`config.mk`:
```
export PLATFORM = sky130hd
export DESIGN_NAME = fifo_write_arbiter
export DESIGN_NICKNAME = d
export VERILOG_FILES = /design/src/rtl/fifo_arb_pkg.sv /design/src/rtl/fifo_write_arbiter_rr_pick.sv /design/src/rtl/fifo_write_arbiter.sv
export SDC_FILE = /design/constraint.sdc
export NUM_CORES = 1
export LEC_CHECK = 0
export BUFFER_PORTS_ARGS = -buffer_cell sky130_fd_sc_hd__buf_4
export CAP_MARGIN = 30
export CORE_MARGIN = 1
export CORE_UTILIZATION = 45
export DETAILED_ROUTE_END_ITERATION = 6
export PLACE_DENSITY = 0.85
export SYNTH_ARGS = -nofsm -noshare
export SYNTH_HDL_FRONTEND = slang
export SYNTH_SLANG_ARGS = --single-unit
export TNS_END_PERCENT = 30
```
`constraint.sdc`:
```
create_clock -name clk -period 3.44 [get_ports clk]
set_input_delay 0.172 -clock clk [delete_from_list [all_inputs] [get_ports clk]]
set_output_delay 0.172 -clock clk [all_outputs]
set_load 0.005 [all_outputs]
```
`src/rtl/fifo_arb_pkg.sv`:
```
// Shared types and helpers for the fifo write-port arbiter.
// Provides the FSM state type, the index-width rule and the reqData slice offset.
package fifo_arb_pkg;

   typedef enum logic {
      IDLE  = 1'b0,
      GRANT = 1'b1
   } arbState_t;

   // Index width for an n-entry requester set; never zero even for degenerate n.
   function automatic int idxWidth(input int n);
      return (n > 1) ? $clog2(n) : 1;
   endfunction

   // Bit offset of requester idx inside a flattened data bus.
   function automatic int sliceLsb(input int idx, input int width);
      return idx * width;
   endfunction

endpackage

```
`src/rtl/fifo_write_arbiter_rr_pick.sv`:
```
// Combinational round-robin picker: first set bit of req at or after start, with wrap.
// start is assumed to be in range 0..N_REQ-1.
module rr_pick
   import fifo_arb_pkg::*;
#(
   parameter int N_REQ = 4
) (
   input  logic [N_REQ-1:0]               req,
   input  logic [idxWidth(N_REQ)-1:0]     start,
   output logic                           found,
   output logic [idxWidth(N_REQ)-1:0]     idx
);

   localparam int IDX_W = idxWidth(N_REQ);

   // Scan from the farthest candidate back to start so the nearest hit is written last.
   always_comb begin
      // NOTE: every output gets a default before the loop so no path can infer a latch.
      found = 1'b0;
      idx   = '0;
      for (int k = N_REQ - 1; k >= 0; k--) begin
         int j;
         j = int'(start) + k;
         if (j >= N_REQ) j = j - N_REQ;
         if (req[j]) begin
            found = 1'b1;
            idx   = IDX_W'(j);
         end
      end
   end

endmodule

```
`src/rtl/fifo_write_arbiter.sv`:
```
// Round-robin arbiter sharing one fifo write port among N_REQ valid/ready requesters.
// Bursts are capped at MAX_BURST beats; a stalled beat always holds its grant.
module fifo_write_arbiter
   import fifo_arb_pkg::*;
#(
   parameter int N_REQ      = 4,
   parameter int FIFO_WIDTH = 8,
   parameter int MAX_BURST  = 4
) (
   input  logic                          clk,
   input  logic                          rst,
   input  logic [N_REQ-1:0]              reqValid,
   output logic [N_REQ-1:0]              reqReady,
   input  logic [N_REQ*FIFO_WIDTH-1:0]   reqData,
   output logic                          writeValid,
   input  logic                          writeReady,
   output logic [FIFO_WIDTH-1:0]         writeData,
   output logic [idxWidth(N_REQ)-1:0]    grantId,
   output logic                          busy
);

   localparam int IDX_W = idxWidth(N_REQ);
   localparam int CNT_W = $clog2(MAX_BURST + 1);
   localparam logic [CNT_W-1:0] LAST_BEAT = CNT_W'(MAX_BURST - 1);
   localparam logic [IDX_W-1:0] LAST_IDX  = IDX_W'(N_REQ - 1);

   arbState_t         state, stateNext;
   logic [IDX_W-1:0]  rrPtr, rrPtrNext;
   logic [IDX_W-1:0]  grantNext, succIdx, pickStart, pickIdx;
   logic [CNT_W-1:0]  beatCnt, beatCntNext;
   logic              pickFound, beat, rotate;
   logic [FIFO_WIDTH-1:0] reqWord [N_REQ];

   for (genvar i = 0; i < N_REQ; i++) begin : g_unpack
      assign reqWord[i] = reqData[sliceLsb(i, FIFO_WIDTH) +: FIFO_WIDTH];
   end

   // Successor of the current grant; explicit wrap keeps non-power-of-two N_REQ in range.
   assign succIdx   = (grantId == LAST_IDX) ? '0 : grantId + 1'b1;
   assign pickStart = (state == GRANT) ? succIdx : rrPtr;

   rr_pick #(
      .N_REQ (N_REQ)
   ) u_pick (
      .req   (reqValid),
      .start (pickStart),
      .found (pickFound),
      .idx   (pickIdx)
   );

   // Datapath and handshake outputs are combinational from the registered grant.
   always_comb begin
      busy       = 1'b0;
      writeValid = 1'b0;
      writeData  = '0;
      reqReady   = '0;
      beat       = 1'b0;
      rotate     = 1'b0;
      if (state == GRANT) begin
         busy              = 1'b1;
         writeValid        = reqValid[grantId];
         writeData         = reqWord[grantId];
         reqReady[grantId] = writeReady;
         beat              = reqValid[grantId] && writeReady;
         rotate            = !reqValid[grantId] || (beat && (beatCnt == LAST_BEAT));
      end
   end

   // A pending beat (valid without ready) never rotates, so grant and data stay put.
   always_comb begin
      stateNext   = state;
      grantNext   = grantId;
      rrPtrNext   = rrPtr;
      beatCntNext = beatCnt;
      unique case (state)
         IDLE: begin
            if (pickFound) begin
               stateNext   = GRANT;
               grantNext   = pickIdx;
               beatCntNext = '0;
            end
         end
         GRANT: begin
            if (rotate) begin
               rrPtrNext   = succIdx;
               beatCntNext = '0;
               if (pickFound) grantNext = pickIdx;
               else           stateNext = IDLE;
            end else if (beat) begin
               beatCntNext = beatCnt + 1'b1;
            end
         end
      endcase
   end

   always_ff @(posedge clk or negedge rst) begin
      if (!rst) begin
         state   <= IDLE;
         grantId <= '0;
         rrPtr   <= '0;
         beatCnt <= '0;
      end else begin
         // NOTE: non-blocking updates so every register samples pre-edge values.
         state   <= stateNext;
         grantId <= grantNext;
         rrPtr   <= rrPtrNext;
         beatCnt <= beatCntNext;
      end
   end

endmodule

```
==> results of run 1 <==
metrics by stage:
| stage | hold slack, ns | worst slack (ns) | power [W] |
|---|---|---|---|
| 6_report | 0.262 | 1.03 | 0.000824 |
| 2_1_floorplan | -0.124 | 1.39 | 0.000544 |
| 4_1_cts | 0.245 | 1.03 | 0.000834 |
| 3_3_place_gp | -0.00585 | 1.18 | 0.000734 |
| 5_1_grt | 0.267 | 0.838 | 0.000898 |
| 3_5_place_dp | -0.00376 | 1.05 | 0.000755 |
synth_stat cells, types with 2 or more instances:
cell type and number:
a21oi_1 3, a41o_1 2, and2_1 9, and3_1 5
buf_2 4, dfrtp_1 8, ha_1 6, inv_1 5
mux2_1 3, mux2_2 2, mux4_2 9, nand2_1 2
nand2b_1 2, nor2_1 5, o21ai_0 3
final cells by class:
class	count	area, um2
tap	25	31.3
sequential	8	200
multi-input combinational	61	603
fill	133	454
inverter	5	18.8
clock buffer	3	22.5
timing repair buffer	55	415
registers in the layout (all words and copies together), names as in the netlist:
signal   flops
grantId      2
rrPtr        2
beatCnt      3
state        1
worst max-delay path, cell delays in order, from the launching register on:
cell,delay (ns)
dfrtp_1,0.79
inv_1,0.19
ha_1,0.35
mux2i_1,0.35
a21boi_0,0.18
o32a_1,0.20
a41o_1,0.23
where the power goes:
part           internal (W)   total, W  switching (W)
logic              0.000343   0.000543       0.000199
registers          0.000131   0.000206      0.0000752
clock network     0.0000401  0.0000749      0.0000348
total              0.000515   0.000824       0.000309
worst max-delay path by stage:
stage / start / to / cells after the start
after floorplan: grantId[0]$_DFFE_PN0P_ / grantId[0]$_DFFE_PN0P_ / 7
after global placement: grantId[0]$_DFFE_PN0P_ / grantId[0]$_DFFE_PN0P_ / 6
after detailed placement: grantId[0]$_DFFE_PN0P_ / grantId[0]$_DFFE_PN0P_ / 6
after CTS: grantId[0]$_DFFE_PN0P_ / grantId[0]$_DFFE_PN0P_ / 6
after global routing: grantId[0]$_DFFE_PN0P_ / grantId[0]$_DFFE_PN0P_ / 6
final: grantId[0]$_DFFE_PN0P_ / grantId[0]$_DFFE_PN0P_ / 6
what timing repair did:
item	CTS	global route
endpoints found under the hold margin	8	0
hold buffers	1	0
setup endpoints to repair	0	0
layer usage:
layer / share of wire [%] / global-route usage (%) / wire length [um] / vias to the layer above
met2: 49 / 41.4 / 1090 / 51
met4: 1.3 / 7.27 / 29 / 0
li1: - / - / - / 401
met1: 39 / 23.1 / 856 / 400
met5: 0 / 0 / 0 / -
met3: 11 / 6.80 / 245 / 3
logic make-up after synthesis:
group	share of synthesized area [%]
AND/OR/NAND/NOR	18.9
multiplexers	31.8
AO/OA/AOI/OAI	11.7
buffers and inverters	5.03
flip-flops	23.7
adder cells (fa/ha/maj)	8.88
==> qor.csv, run 1 <==
metric,value,unit
status,completed,
H-tree Lvls,1,
Leak,0.651,nW
final WL,2.22,mm
# diodes,0,
Die X-Extent,45.4,um
clk slew on worst S/H paths,0.06,ns
Fmax,415,MHz
worst vdd rail ir drop,0.442,mV
top post-synthesis cells by area,"mux4_2 24%, dfrtp_1 24%, ha_1 8.9%",
Die Y,45.4,um
Post-synth top flop,dfrtp_1,
CORE AREA,0.00175,mm2
Netlist Area Pre-Place,846,um2
die area,0.00206,mm2
post-synth top area share,24.0,%
synth warn,0,
async set or reset register ratio after synthesis,100,%
RSZ-0062 raised after global routing,no,
number of synthesized flops with an enable pin,0,
Detailed Route Iter0 Violations,6,
Worst Skew,0.0119,ns
routed vias,855,
synthesis-to-finish area growth,52.7,%
most frequent cells in the layout,"54 x buf_4, 9 x mux4_2, 9 x and2_1, 8 x dfrtp_1, 6 x ha_1",
largest area contributor in the netlist,mux4_2,
Worst setup EP type,flop,
setup TNS,0,ns
Clock Tree Buf Depth,2,
critical path class,reg -> reg,
Post-CTS Repair Setup Buffers,0,
Power Density,638,mW/mm2
first-pass GRT wire length,3.17,mm
CTS root buf,clkbuf_4,
Final Critical Period,2.41,ns
cts bufs inserted,3,
largest net degree at the start of global routing,22,
"Hold Vio Cnt, Final",0,
Worst Max-Slew Pin Slew,0.690,ns
R2R Setup Slk,1.03,ns
dpl cell area,0.00126,mm2
share of cells above drive strength 1,53.8,%
GRT Residual Overflow,0,
DRT Pass-1 Iters,4,
port bufs,54,
Residual DRC,0,
worst relative slew slack,54.0,%
I/O pins,55,
DP Wirelength,1.81,mm
non-filler instance count after layout,157,
clock sinks,8,
Worst Path Required,3.60,ns
cells after synthesis,79,
Netlist cell types,26,
post-synthesis register bit count,8,
cts repair resizes,0,
Worst-Skew Late Latency,0.27,ns
Final setup viols,0,
critical-path maximum fanout,15,
TritonCTS clock tree,done,
Worst R2R End,grantId[0]$_DFFE_PN0P_,
Row Count,15,
Starting Density,48.5,%
routed vias/inst,5.45,
post-layout util,74.0,%
placed insts,153,
Synthesized Nets,124,
critical path startpoint category,flop,
syn_area_per_cell,10.7,um2
max_cap viols,0,
sequential area share after synthesis,23.7,%
worst r2r src,grantId[0]$_DFFE_PN0P_,
pins over their slew limit,0,
initial antenna violation count,0,
cells on worst reg2reg path,6,
number of global-route vias before repair,749,
Crit path arrival time,2.57,ns
mean routed wirelength per cell,14.2,um
"most common cell after layout, fill and taps aside",buf_4,
GRT Util Overall,22.1,%
fin crit share,70.1,%
Final #Nets,179,
RD Place Congestion,0.760,
post-route ant nets,0,
post-route cell area,0.00129,mm2
Hold Path Class,in -> async,
Note: power is estimated with default switching activity, not from simulation.
==> run 2: changes to the inputs <==
--- a/config.mk
+++ b/config.mk
@@ -8,9 +8,9 @@
 export BUFFER_PORTS_ARGS = -buffer_cell sky130_fd_sc_hd__buf_4
 export CAP_MARGIN = 30
 export CORE_MARGIN = 1
-export CORE_UTILIZATION = 45
+export CORE_UTILIZATION = 42
 export DETAILED_ROUTE_END_ITERATION = 6
-export PLACE_DENSITY = 0.85
+export PLACE_DENSITY = 0.8
 export SYNTH_ARGS = -nofsm -noshare
 export SYNTH_HDL_FRONTEND = slang
 export SYNTH_SLANG_ARGS = --single-unit
==> constraint.sdc (replaced) <==
create_clock -name clk -period 2.5 [get_ports clk]
set_input_delay 0.125 -clock clk [delete_from_list [all_inputs] [get_ports clk]]
set_output_delay 0.125 -clock clk [all_outputs]
set_load 0.005 [all_outputs]
==> run 2 against run 1 <==
Net effect:
- power grew 38%
- flip-flop and latch count is the same
- routed wire length shrank 0.40%
- register-to-register slack got worse by 0.64 ns
- critical path type unchanged
- sequential share of layout area is 0.090 points lower
- utilization decreased by 1.9 points
- setup slack lost 0.64 ns
- via count is 2.7% lower
==> qor.csv, run 2 (synthesized netlist as in run 1, its figures left out) <==
metric,value,unit,change
TritonCTS clock tree,done,,unchanged
Sequential Area,200,um2,unchanged
Final setup viols,0,,unchanged
worst r2r src,grantId[1]$_DFFE_PN0P_,,was grantId[0]$_DFFE_PN0P_
R2R Setup Slk,0.39,ns,was 1.03 ns
Final #Nets,180,,was 179
Residual DRC,0,,unchanged
Top reg by flops,beatCnt,,unchanged
Pwr Total,0.00114,W,was 0.000824 W
grt met1 use,22.8,%,was 23.1%
RD Place Congestion,0.781,,was 0.760
cells on worst reg2reg path,6,,unchanged
worst setup path end,grantId[1]$_DFFE_PN0P_,,was grantId[0]$_DFFE_PN0P_
Detailed Route Iter0 Violations,3,,was 6
GRT Util Overall,21.6,%,was 22.1%
fill count,149,,was 133
Regs by FF count,"beatCnt x3, grantId x2, rrPtr x2",,unchanged
port bufs,54,,unchanged
routed vias/inst,5.27,,was 5.45
Row Count,15,,unchanged
Power Density,876,mW/mm2,was 638 mW/mm2
initial antenna violation count,0,,unchanged
share of cells above drive strength 1,54.1,%,was 53.8%
critical path class,reg -> reg,,unchanged
# diodes,0,,unchanged
Worst Path Required,2.64,ns,was 3.60 ns
max_cap viols,0,,unchanged
pins over their slew limit,0,,unchanged
largest net degree at the start of global routing,22,,unchanged
CORE AREA,0.00180,mm2,was 0.00175 mm2
clk slew on worst S/H paths,0.05,ns,was 0.06 ns
first-pass GRT wire length,3.27,mm,was 3.17 mm
Die Y,46.9,um,was 45.4 um
DRT Pass-1 Iters,2,,was 4
Worst-Skew Late Latency,0.26,ns,was 0.27 ns
Critical Path Start,grantId[1]$_DFFE_PN0P_,,was grantId[0]$_DFFE_PN0P_
routed vias,832,,was 855
post-route cell area,0.00130,mm2,was 0.00129 mm2
final WL,2.21,mm,was 2.22 mm
H-tree Lvls,1,,unchanged
Hold Path Class,in -> async,,unchanged
Die X-Extent,46.9,um,was 45.4 um
Final Critical Period,2.11,ns,was 2.41 ns
DP Wirelength,1.85,mm,was 1.81 mm
"most common cell after layout, fill and taps aside",buf_4,,unchanged
Leak,0.656,nW,was 0.651 nW
Fmax,473,MHz,was 415 MHz
I/O pins,55,,unchanged
clock sinks,8,,unchanged
Worst R2R End,grantId[1]$_DFFE_PN0P_,,was grantId[0]$_DFFE_PN0P_
cts bufs inserted,3,,unchanged
critical path startpoint category,flop,,unchanged
GRT met2 Usage,39.7,%,was 41.4%
GR met3 Demand/Resource,6.54,%,was 6.80%
most frequent cells in the layout,"55 x buf_4, 9 x mux4_2, 9 x and2_1, 8 x dfrtp_1, 6 x ha_1",,"was 54 x buf_4, 9 x mux4_2, 9 x and2_1, 8 x dfrtp_1, 6 x ha_1"
die area,0.00220,mm2,was 0.00206 mm2
post-route ant nets,0,,unchanged
number of global-route vias before repair,776,,was 749
Largest register FFs,3,,unchanged
setup TNS,0,ns,unchanged
dpl cell area,0.00127,mm2,was 0.00126 mm2
Starting Density,46.9,%,was 48.5%
RSZ-0062 raised after global routing,no,,unchanged
worst vdd rail ir drop,0.664,mV,was 0.442 mV
Top Usage Layer GRT,met2,,unchanged
Worst Max-Slew Pin Slew,0.629,ns,was 0.690 ns
"Hold Vio Cnt, Final",0,,unchanged
Worst Skew,0.00233,ns,was 0.0119 ns
CTS root buf,clkbuf_4,,unchanged
worst relative slew slack,58.1,%,was 54.0%
mean routed wirelength per cell,14.0,um,was 14.2 um
GRT Residual Overflow,0,,unchanged
Crit path arrival time,2.26,ns,was 2.57 ns
critical-path maximum fanout,13,,was 15
fin crit share,84.6,%,was 70.1%
synthesis-to-finish area growth,53.6,%,was 52.7%
status,completed,,unchanged
footprint of the multi-input gates,603,um2,unchanged
Clock Tree Buf Depth,2,,unchanged
Worst setup EP type,flop,,unchanged
run 2: final cells by class:
class / instances / area share [%]
tap: 25 / 2.41
inverter: 5 / 1.45
timing repair buffer: 56 / 32.6
sequential: 8 / 15.4
multi-input combinational: 61 / 46.4
clock buffer: 3 / 1.73
run 2: worst min-delay path by stage:
stage,end,startpoint,slack [ns],cells after the start
2_1_floorplan,beatCnt[0]$_DFFE_PN0P_,rst,-0.17,0
3_3_place_gp,rrPtr[1]$_DFFE_PN0P_,rst,-0.05,1
3_5_place_dp,beatCnt[0]$_DFFE_PN0P_,rst,-0.05,1
4_1_cts,beatCnt[0]$_DFFE_PN0P_,rst,0.22,2
5_1_grt,state$_DFF_PN0_,rst,0.23,2
6_report,state$_DFF_PN0_,rst,0.23,2
run 2: power by group:
part | total, W | leakage, nW | internal (W) | switching (W)
Sequential | 0.000261 | 0.0967 | 0.000181 | 0.0000799
Combinational | 0.000779 | 0.546 | 0.000484 | 0.000295
Clock | 0.0000973 | 0.0138 | 0.0000548 | 0.0000425
Total | 0.00114 | 0.656 | 0.000720 | 0.000417
run 2: timing repair:
action / in CTS / in global routing
gates resized for setup: 0 / 0
hold buffers: 1 / 0
endpoints found under the hold margin: 8 / 0
setup buffers: 0 / 0
run 2: routing by layer:
metal  vias to the layer above  share of wire, %
met4                         0               1.0
met3                         3                13
met5                         -                 0
met1                       382                39
met2                        44                48
li1                        403                 -
run 2: critical path: stages (launching register included):
cell,delay (ns)
dfrtp_1,0.62
inv_1,0.15
ha_1,0.31
mux2i_1,0.35
and3_1,0.23
o21ai_0,0.09
a41o_1,0.24
run 2: stage by stage:
step           util, %  worst slack (ns)  hold slack [ns]  instances
4_1_cts           72.1             0.371            0.219        158
2_1_floorplan        -             0.449           -0.171         79
6_report          72.1             0.386            0.226        158
5_1_grt           72.1             0.191            0.234        158
3_5_place_dp      70.3             0.379          -0.0547        154
3_3_place_gp      70.3             0.486          -0.0540        154
